File: src/rtl/failval_arb.sv
// Two-requester arbiter sharing one in-order fail-value read port; a tag FIFO routes returns.
// Define FAILVAL_ARB_RR_EN for round-robin arbitration; otherwise requester 0 has fixed priority.
module failval_arb #(
  parameter int W_DATA = 13,
  parameter int W_ADDR = 12,
  parameter int DEPTH  = 4
) (
  input  logic                            clk,
  input  logic                            rst,
  input  logic                            req0_valid,
  output logic                            req0_ready,
  input  logic [W_ADDR-1:0]               req0_addr,
  input  logic                            req1_valid,
  output logic                            req1_ready,
  input  logic [W_ADDR-1:0]               req1_addr,
  output logic                            rsp0_valid,
  input  logic                            rsp0_ready,
  output logic signed [W_DATA-1:0]        rsp0_data,
  output logic                            rsp1_valid,
  input  logic                            rsp1_ready,
  output logic signed [W_DATA-1:0]        rsp1_data,
  output logic                            mem_addr_valid,
  input  logic                            mem_addr_ready,
  output logic [W_ADDR-1:0]               mem_addr,
  input  logic                            mem_data_valid,
  output logic                            mem_data_ready,
  input  logic signed [W_DATA-1:0]        mem_data,
  output logic [$clog2(DEPTH+1)-1:0]      outstanding
);

  localparam int PW = $clog2(DEPTH);
  localparam int CW = $clog2(DEPTH+1);

  logic [DEPTH-1:0] tag_mem;
  logic [PW-1:0]    wr_ptr;
  logic [PW-1:0]    rd_ptr;
  logic [CW-1:0]    count;
  logic             lock_q;
  logic             lock_sel_q;
  logic             sel;
  logic             sel_valid;
  logic             full;
  logic             empty;
  logic             grant_ok;
  logic             push;
  logic             pop;
  logic             head;
  logic             both_pick;

`ifdef FAILVAL_ARB_RR_EN
  logic last_grant_q;

  assign both_pick = ~last_grant_q;

  always_ff @(posedge clk) begin
    if (rst) begin
      last_grant_q <= 1'b1;
    end else if (push) begin
      last_grant_q <= sel;
    end
  end
`else
  assign both_pick = 1'b0;
`endif

  assign full  = (count == CW'(DEPTH));
  assign empty = (count == '0);
  assign head  = tag_mem[rd_ptr];

  // A stalled address keeps its requester selected until the read port takes it.
  always_comb begin
    sel = 1'b0;
    if (lock_q) begin
      sel = lock_sel_q;
    end else if (req0_valid && req1_valid) begin
      sel = both_pick;
    end else if (req1_valid) begin
      sel = 1'b1;
    end
  end

  assign sel_valid      = sel ? req1_valid : req0_valid;
  assign mem_addr_valid = !rst && sel_valid && !full;
  assign mem_addr       = sel ? req1_addr : req0_addr;
  assign grant_ok       = !rst && mem_addr_ready && !full;
  assign req0_ready     = grant_ok && !sel;
  assign req1_ready     = grant_ok && sel;
  assign push           = mem_addr_valid && mem_addr_ready;

  assign rsp0_valid     = !rst && mem_data_valid && !empty && !head;
  assign rsp1_valid     = !rst && mem_data_valid && !empty && head;
  assign rsp0_data      = mem_data;
  assign rsp1_data      = mem_data;
  assign mem_data_ready = !rst && !empty && (head ? rsp1_ready : rsp0_ready);
  assign pop            = mem_data_valid && mem_data_ready;

  assign outstanding    = count;

  always_ff @(posedge clk) begin
    if (push) begin
      tag_mem[wr_ptr] <= sel;
    end
  end

  // Pointers wrap naturally because DEPTH is a power of two.
  always_ff @(posedge clk) begin
    if (rst) begin
      wr_ptr     <= '0;
      rd_ptr     <= '0;
      count      <= '0;
      lock_q     <= 1'b0;
      lock_sel_q <= 1'b0;
    end else begin
      if (push) begin
        wr_ptr <= wr_ptr + PW'(1);
      end
      if (pop) begin
        rd_ptr <= rd_ptr + PW'(1);
      end
      case ({push, pop})
        2'b10:   count <= count + CW'(1);
        2'b01:   count <= count - CW'(1);
        default: count <= count;
      endcase
      lock_q     <= mem_addr_valid && !mem_addr_ready;
      lock_sel_q <= sel;
    end
  end

endmodule
File: config.mk
export PLATFORM = sky130hd
export DESIGN_NAME = failval_arb
export DESIGN_NICKNAME = d
export VERILOG_FILES = /design/src/rtl/failval_arb.sv
export SDC_FILE = /design/constraint.sdc
export NUM_CORES = 1
export LEC_CHECK = 0
export CORE_ASPECT_RATIO = 0.75
export CORE_MARGIN = 5
export CORE_UTILIZATION = 35
export CTS_CLUSTER_SIZE = 25
export DETAILED_ROUTE_END_ITERATION = 6
export GPL_TIMING_DRIVEN = 0
export PLACE_DENSITY = 0.82
export SYNTH_ARGS = -nofsm -noshare
export SYNTH_HDL_FRONTEND = slang
export SYNTH_SLANG_ARGS = --single-unit
File: constraint.sdc
create_clock -name clk -period 5.4 [get_ports clk]
set_input_delay 0.81 -clock clk [delete_from_list [all_inputs] [get_ports clk]]
set_output_delay 0.81 -clock clk [all_outputs]
set_load 0.01 [all_outputs]
==> out/summary.txt, run 1 <==
biggest area consumer among synthesized cells: buf_4
remaining antenna violation count after routing: 0
clock-pin slew on the worst setup and hold paths: 0.05 ns
first-pass GRT wire length: 5580 um
Synth top area share: 17.6%
Final min period: 3.59 ns
core area: 3000 um^2
first-iteration detailed-routing DRC count: 50
Hold WC Path Type: register to register
vias in the first global route: 1283
MaxCap Viol Count: 0
routed vias/inst: 4.82
critical path capture point type: output port
syn avg cell area: 9.34 um^2
# hold bufs at CTS: 0
Root Buffer: clkbuf_8
Starting Density: 37.0%
largest cells by area after synthesis: buf_4, dfxtp_1, edfxtp_1
CTS sink count: 13
# port buffers: 77
Sw Pwr: 0.0875 mW
CTS resizes: 0
CP delay by family, top: buffers and inverters
Area Overhead vs Synth: 77.7%
post-CTS setup buffers: 0
final worst-path cycle share: 66.5%
worst setup margin: 1.81 ns
asr flop ratio synth: 0%
final WL: 3480 um
Seq pwr share: 33.2%
Die Ht: 58.8 um
nets: 252
CTS tree: yes
Synth cell types: 34
CP cell instances: clkdlybuf4s50_1 -> nor3b_2 -> a21oi_2 -> buf_6 -> mux2_1 -> clkdlybuf4s50_1
Layout Cells excl Fill: 238
GRT overflow: 0
sw frac: 26.8%
ys flop type: dfxtp_1
Pwr Density: 165 nW/um^2
startpoint types: primary input
worst vdd ir: 0.0778 mV
Die X: 75.1 um
Rows: 17
design area: 1970 um^2
Total Power: 0.327 mW
Slew HR: 73.8%
most frequent CP cell: clkdlybuf4s50_1
placed cell area: 1930 um^2
Int Power: 0.239 mW
crit path DAT: 2.78 ns
Post-Syn Instances: 119
Post-Syn Area: 1110 um^2
RSZ-0062 raised after global routing: false
Critical Path RT: 4.59 ns
FMAX: 278 MHz
Slew @ Worst Pin: 0.393 ns
Place WS: 1.79 ns
Final Hold Slack: 0.552 ns
Setup CP Type: primary input to output port
initial antenna violation count: 0
gr usage total: 16.1%
Syn Nets: 170
total CTS buffers: 3
DRC viols: 0
Leak Pwr: 0.816 nW
WP buf/inv: 3
crit-path max FO: 10
# IOs: 92
pins over their slew limit: 0
placed insts: 234
CP max-delay cell: clkdlybuf4s50_1
Setup TNS Final: 0 ns
DR pass1 iterations: 4
Hold Fails Final Rpt: 0
Yosys reg bits: 13
EDFF count, synth: 4
CTS max path bufs: 2
Final Skew: 0.00109 ns
vias: 1147
fin util: 65.8%
power share of the clock group: 26.7%
status: finished, final reports clean
layout cell share with drive strength beyond 1: 21.5%
RePlAce Congestion: 0.737
die area: 4410 um^2
antenna fix cells: 0
DPL Wire Length: 3080 um
Seq/Total Area, Yosys: 27.0%
worst skew pair latency: 0.24 ns
largest net degree at the start of global routing: 11
Avg WL per Cell: 14.6 um
H-tree levels: 1
combinational power share: 40.1%
yosys warns: 0
Worst path max stage delay: 0.50 ns
# setup viols final: 0
Yosys cell counts, types with 4 or more instances:
master,number
edfxtp_1,4
and3_1,4
a21oi_1,4
mux2_2,5
ha_1,5
buf_4,26
dfxtp_1,9
mux2i_1,6
mux2_1,7
nor2_1,12
inv_1,9
worst reg2reg max path: stages, from the launching register on:
cell	delay (ns)
dfxtp_1	0.42
mux2i_1	0.34
mux2_4	0.23
mux2i_1	0.10
nor2_1	0.14
ha_1	0.21
inv_1	0.06
fa_1	0.39
xor2_1	0.16
or3_1	0.30
a21oi_1	0.15
logic make-up after synthesis:
kind of cell             share of synthesized area, %
buffers and inverters                            22.4
flip-flops                                       27.0
AND/OR/NAND/NOR                                  11.8
multiplexers                                     18.9
adder cells (fa/ha/maj)                          7.43
AO/OA/AOI/OAI                                    10.8
XOR/XNOR                                         1.58
path summary, 6_finish.rpt:
check              from             end  slack [ns]  cells after the start
max          req1_valid     mem_addr[5]        1.81                      6
min           wr_ptr[0]       wr_ptr[0]        0.55                      2
max reg2reg   rd_ptr[1]  outstanding[2]        2.84                     10
min reg2reg   wr_ptr[0]       wr_ptr[0]        0.55                      2
layer usage:
layer | global-route usage, % | vias up | part of all wire (%)
li1 | - | 548 | -
met1 | 15.8 | 526 | 34
met2 | 30.9 | 65 | 54
met3 | 7.00 | 8 | 11
met4 | 3.30 | 0 | 1.2
met5 | 0 | - | 0
power by group through the flow:
stage	combinational (mW)	clock [mW]	sequential, mW
2_1_floorplan	0.0593	0	0.110
3_3_place_gp	0.127	0	0.110
3_5_place_dp	0.132	0	0.110
4_1_cts	0.133	0.0860	0.108
5_1_grt	0.140	0.0903	0.109
6_report	0.131	0.0872	0.109
layout by cell type (no fill, tap or decap), types with 3 or more instances in the layout:
cell,count
a21oi_1,4
and3_1,4
buf_4,26
clkbuf_8,3
clkdlybuf4s50_1,77
dfxtp_1,9
edfxtp_1,4
ha_1,5
inv_1,9
mux2_1,7
mux2_2,5
mux2i_1,6
nor2_1,12
state kept, by name, summed over array words and instances, names as in the netlist:
signal	cells
rd_ptr	2
lock_q	1
outstanding	3
tag_mem	4
wr_ptr	2
lock_sel_q	1
area by class of cell:
class / count / area (um^2)
Multi-Input combinational cell: 68 / 562
Inverter: 10 / 37.5
Fill cell: 222 / 1020
Tap cell: 38 / 47.5
Buffer: 28 / 211
Sequential cell: 13 / 300
Clock buffer: 4 / 45.0
Timing Repair Buffer: 77 / 771
(Power assumes the default switching activity.)
==> run 2, diff against run 1 <==
- CORE_UTILIZATION: 35 -> 32
- PLACE_DENSITY: 0.82 -> 0.76
- clock period: 5.4 -> 3.36 ns (I/O delays scaled with it)
==> run 2 against run 1 <==
Effect of this change:
- critical path depth stayed put
- combinational power is 59% higher
- wire length is 4.7% lower
- die area is 7.9% higher
- clock skew is 0.00068 ns lower
- cell count is 0.84% higher
- worst hold slack worse by 0.015 ns
- non-clock buffer count stayed put
- total power is 60% higher
- global-route usage is 2.1 points lower
==> out/summary.txt, run 2 (synthesis results as in run 1) <==
Hold Fails Final Rpt: 0 (unchanged)
DPL Wire Length: 2920 um (-5.1%)
pins over their slew limit: 0 (unchanged)
status: finished, final reports clean
# hold bufs at CTS: 0 (unchanged)
crit path DAT: 2.43 ns (-0.35 ns)
Critical Path RT: 2.86 ns (-1.73 ns)
die area: 4760 um^2 (+7.9%)
H-tree levels: 1 (unchanged)
vias in the first global route: 1218 (-5.1%)
Slew @ Worst Pin: 0.358 ns (-0.0352 ns)
Final Skew: 0.000411 ns (-0.000677 ns)
# setup viols final: 0 (unchanged)
Pwr Density: 265 nW/um^2 (+60%)
RSZ-0062 raised after global routing: false
RePlAce Congestion: 0.737 (about the same)
gr usage total: 14.0% (-2.1 points)
remaining antenna violation count after routing: 0 (unchanged)
initial antenna violation count: 0 (unchanged)
Avg WL per Cell: 13.8 um (-5.4%)
post-CTS setup buffers: 0 (unchanged)
Root Buffer: clkbuf_8
core area: 3310 um^2 (+10%)
Setup CP Type: primary input to output port
Die Ht: 61.0 um (+3.8%)
Area Overhead vs Synth: 77.9%
startpoint types: primary input
MaxCap Viol Count: 0 (unchanged)
antenna fix cells: 0 (unchanged)
final WL: 3320 um (-4.7%)
total CTS buffers: 3 (unchanged)
commonest cells after routing, fill and taps aside: clkdlybuf4s50_1, buf_4, nor2_1
Final Hold Slack: 0.537 ns (-0.0149 ns)
fill count: 259 (+17%)
flip-flop count of the largest register after layout: 4 (unchanged)
# port buffers: 77 (unchanged)
first-pass GRT wire length: 5200 um (-6.9%)
Starting Density: 33.6% (-3.5 points)
Most flops, register: tag_mem
final worst-path cycle share: 87.4%
CTS sink count: 13 (unchanged)
# IOs: 92 (unchanged)
nets: 252 (unchanged)
routed vias/inst: 4.54 (-5.8%)
Hold WC Path Type: register to register
CTS tree: yes
critical path capture point type: output port
Final min period: 2.94 ns
worst skew pair latency: 0.25 ns (about the same)
FMAX: 340 MHz
largest net degree at the start of global routing: 11 (unchanged)
CTS max path bufs: 2 (unchanged)
first-iteration detailed-routing DRC count: 45 (-10%)
Leak Pwr: 0.816 nW (unchanged)
Slew HR: 76.1% (+2.4 points)
DRC viols: 0 (unchanged)
Setup TNS Final: 0 ns (unchanged)
clock-pin slew on the worst setup and hold paths: 0.05 ns (about the same)
CTS resizes: 0 (unchanged)
Rows: 18 (+1)
Die X: 78.0 um (+4.0%)
DR pass1 iterations: 4 (unchanged)
vias: 1090 (-5.0%)
GRT overflow: 0 (unchanged)
layout cell share with drive strength beyond 1: 21.5% (unchanged)
most common cell after layout, fill and taps aside: clkdlybuf4s50_1
crit-path max FO: 10 (unchanged)
worst vdd ir: 0.126 mV (+62%)
## run 2: cell counts in the layout (fill, tap and decap cells not counted)
No cell type changed its count.
## run 2: cell type report
cell class | instances | area [um^2] | area share [%]
Clock buffer | 4 | 45.0 | 2.28
Tap cell | 40 | 50.0 | 2.53
Inverter | 10 | 37.5 | 1.90
Timing Repair Buffer | 77 | 771 | 39.0
Buffer | 28 | 211 | 10.7
Sequential cell | 13 | 300 | 15.2
Multi-Input combinational cell | 68 | 562 | 28.4
## run 2: per-layer routing
metal  GRT usage, %  wire (um)
met4           5.78         53
met5              0          0
met2           24.6       1610
met3           8.33        469
met1           13.8       1190
## run 2: through the flow
| stage | area (um^2) | util [%] | power [mW] | std cells | setup slack (ns) |
|---|---|---|---|---|---|
| 2_1_floorplan | 1110 | - | 0.272 | 119 | 1.13 |
| 3_3_place_gp | 1930 | 58.4 | 0.382 | 236 | 0.442 |
| 3_5_place_dp | 1930 | 58.4 | 0.387 | 236 | 0.396 |
| 4_1_cts | 1980 | 59.7 | 0.529 | 240 | 0.393 |
| 5_1_grt | 1980 | 59.7 | 0.555 | 240 | 0.306 |
| 6_report | 1980 | 59.7 | 0.524 | 240 | 0.423 |
## run 2: critical path: stages
cell	delay (ns)
clkdlybuf4s50_1	0.44
nor3b_2	0.17
a21oi_2	0.29
buf_6	0.21
mux2_1	0.33
clkdlybuf4s50_1	0.48
## run 2: worst paths after layout
path                    from        endpoint  slack [ns]  cells past startpoint
setup reg to reg   rd_ptr[1]  outstanding[2]        0.85                     10
hold / removal     wr_ptr[0]       wr_ptr[0]        0.54                      2
hold reg to reg    wr_ptr[0]       wr_ptr[0]        0.54                      2
setup / recovery  req1_valid     mem_addr[4]        0.42                      6
## run 2: power breakdown
part	internal, mW	switching, mW
Clock	0.0839	0.0579
Sequential	0.168	0.00555
Combinational	0.132	0.0757
==> run 3, diff against run 2 <==
- GPL_TIMING_DRIVEN: 0 -> unset
==> run 3 against run 2 <==
Effect of this change:
- wire length decreased by 15%
- clock power decreased by 3%
- design area decreased by 23%
- global-route usage decreased by 1.6 points
- worst setup slack improved by 0.089 ns
- cell count decreased by 22%
- combinational power decreased by 30%
- non-clock buffer count decreased by 52
- sequential power about the same
- flip-flop and latch count unchanged
- total power decreased by 13%
==> out/summary.txt, run 3 (synthesis results as in run 1) <==
GRT overflow: 0 (unchanged)
clock-pin slew on the worst setup and hold paths: 0.05 ns (about the same)
Area Overhead vs Synth: 37.0%
Die Ht: 61.0 um (unchanged)
MaxCap Viol Count: 0 (unchanged)
Leak Pwr: 0.588 nW (-28%)
Final Skew: 0.00209 ns (+0.00168 ns)
final WL: 2830 um (-15%)
gr usage total: 12.5% (-1.6 points)
RePlAce Congestion: 0.814 (+11%)
final worst-path cycle share: 84.8% (-2.6 points)
crit path DAT: 2.34 ns (-0.09 ns)
fill count: 302 (+17%)
Rows: 18 (unchanged)
worst setup margin: 0.511 ns (+0.0885 ns)
Critical Path RT: 2.86 ns (about the same)
RSZ-0062 raised after global routing: false
vias: 906 (-17%)
# port buffers: 52 (-32%)
DPL Wire Length: 2340 um (-20%)
Final Hold Slack: 0.532 ns (-0.00544 ns)
fin util: 46.0% (-14 points)
first-pass GRT wire length: 4610 um (-11%)
crit-path max FO: 15 (+5)
CTS resizes: 0 (unchanged)
Setup CP Type: primary input to output port
DRC viols: 0 (unchanged)
antenna fix cells: 0 (unchanged)
# hold bufs at CTS: 0 (unchanged)
Place WS: 0.410 ns (+0.0143 ns)
DR pass1 iterations: 4 (unchanged)
status: finished, final reports clean
vias in the first global route: 1033 (-15%)
total CTS buffers: 3 (unchanged)
core area: 3310 um^2 (unchanged)
Hold Fails Final Rpt: 0 (unchanged)
Pwr Density: 300 nW/um^2 (+13%)
flip-flop count of the largest register after layout: 4 (unchanged)
CTS sink count: 13 (unchanged)
startpoint types: primary input
critical path capture point type: output port
Slew HR: 74.8% (-1.4 points)
commonest cells after routing, fill and taps aside: clkdlybuf4s50_1, nor2_1, inv_1, dfxtp_1, mux2_1
Most flops, register: tag_mem
first-iteration detailed-routing DRC count: 17 (-62%)
pins over their slew limit: 0 (unchanged)
nets: 200 (-21%)
Root Buffer: clkbuf_8
routed vias/inst: 4.82 (+6.1%)
die area: 4760 um^2 (unchanged)
flop2flop setup slack: 0.89 ns (+0.04 ns)
# setup viols final: 0 (unchanged)
most common cell after layout, fill and taps aside: clkdlybuf4s50_1
worst vdd ir: 0.112 mV (-11%)
remaining antenna violation count after routing: 0 (unchanged)
Starting Density: 33.6% (unchanged)
Slew @ Worst Pin: 0.377 ns (+0.0192 ns)
H-tree levels: 1 (unchanged)
Avg WL per Cell: 15.0 um (+8.7%)
# IOs: 92 (unchanged)
CTS max path bufs: 2 (unchanged)
initial antenna violation count: 0 (unchanged)
FMAX: 351 MHz (+3.1%)
worst skew pair latency: 0.24 ns (about the same)
post-CTS setup buffers: 0 (unchanged)
Hold WC Path Type: register to register
Final min period: 2.85 ns (-0.0885 ns)
CTS tree: yes
Die X: 78.0 um (unchanged)
largest net degree at the start of global routing: 16 (+5)
layout cell share with drive strength beyond 1: 10.8% (-11 points)
Setup TNS Final: 0 ns (unchanged)
-- run 3: cell count changes in the layout (fill, tap and decap cells not counted), sizes merged --
cell / previous run / this run
buf: 28 / 1
clkdlybuf4s50: 77 / 52
-- run 3: metrics by stage --
stage | instance area, um^2 | cells | power [mW]
3_3_place_gp | 1480 | 184 | 0.318
2_1_floorplan | 1110 | 119 | 0.272
6_report | 1520 | 188 | 0.457
3_5_place_dp | 1480 | 184 | 0.322
4_1_cts | 1520 | 188 | 0.463
5_1_grt | 1520 | 188 | 0.483
-- run 3: power by group --
part	internal [mW]	switching [mW]
combinational	0.0873	0.0578
sequential	0.168	0.00580
clock	0.0837	0.0546
total	0.339	0.118
-- run 3: final cells by class --
type / instances / area [um^2] / area share [%]
Sequential cell: 13 / 300 / 19.7
Inverter: 10 / 37.5 / 2.47
Timing Repair Buffer: 53 / 528 / 34.7
Clock buffer: 4 / 45.0 / 2.96
Multi-Input combinational cell: 68 / 562 / 36.9
Tap cell: 40 / 50.0 / 3.29
-- run 3: final timing paths --
kind,start,to,cells past startpoint
setup reg to reg,rd_ptr[1],outstanding[2],10
hold reg to reg,wr_ptr[0],wr_ptr[0],2
hold / removal,wr_ptr[0],wr_ptr[0],2
setup / recovery,req1_valid,mem_addr[2],6
-- run 3: routing by layer --
layer | track usage [%] | part of all wire [%] | wire length [um]
met1 | 10.5 | 36 | 1010
met2 | 25.4 | 50 | 1430
met3 | 4.68 | 10 | 296
met4 | 7.23 | 3.4 | 96
met5 | 0 | 0 | 0
-- run 3: worst max-delay path, stage by stage --
cell and delay, ns:
clkdlybuf4s50_1 0.44, nor3b_2 0.18, a21oi_2 0.13, buf_4 0.24, mux2_2 0.36, clkdlybuf4s50_1 0.48
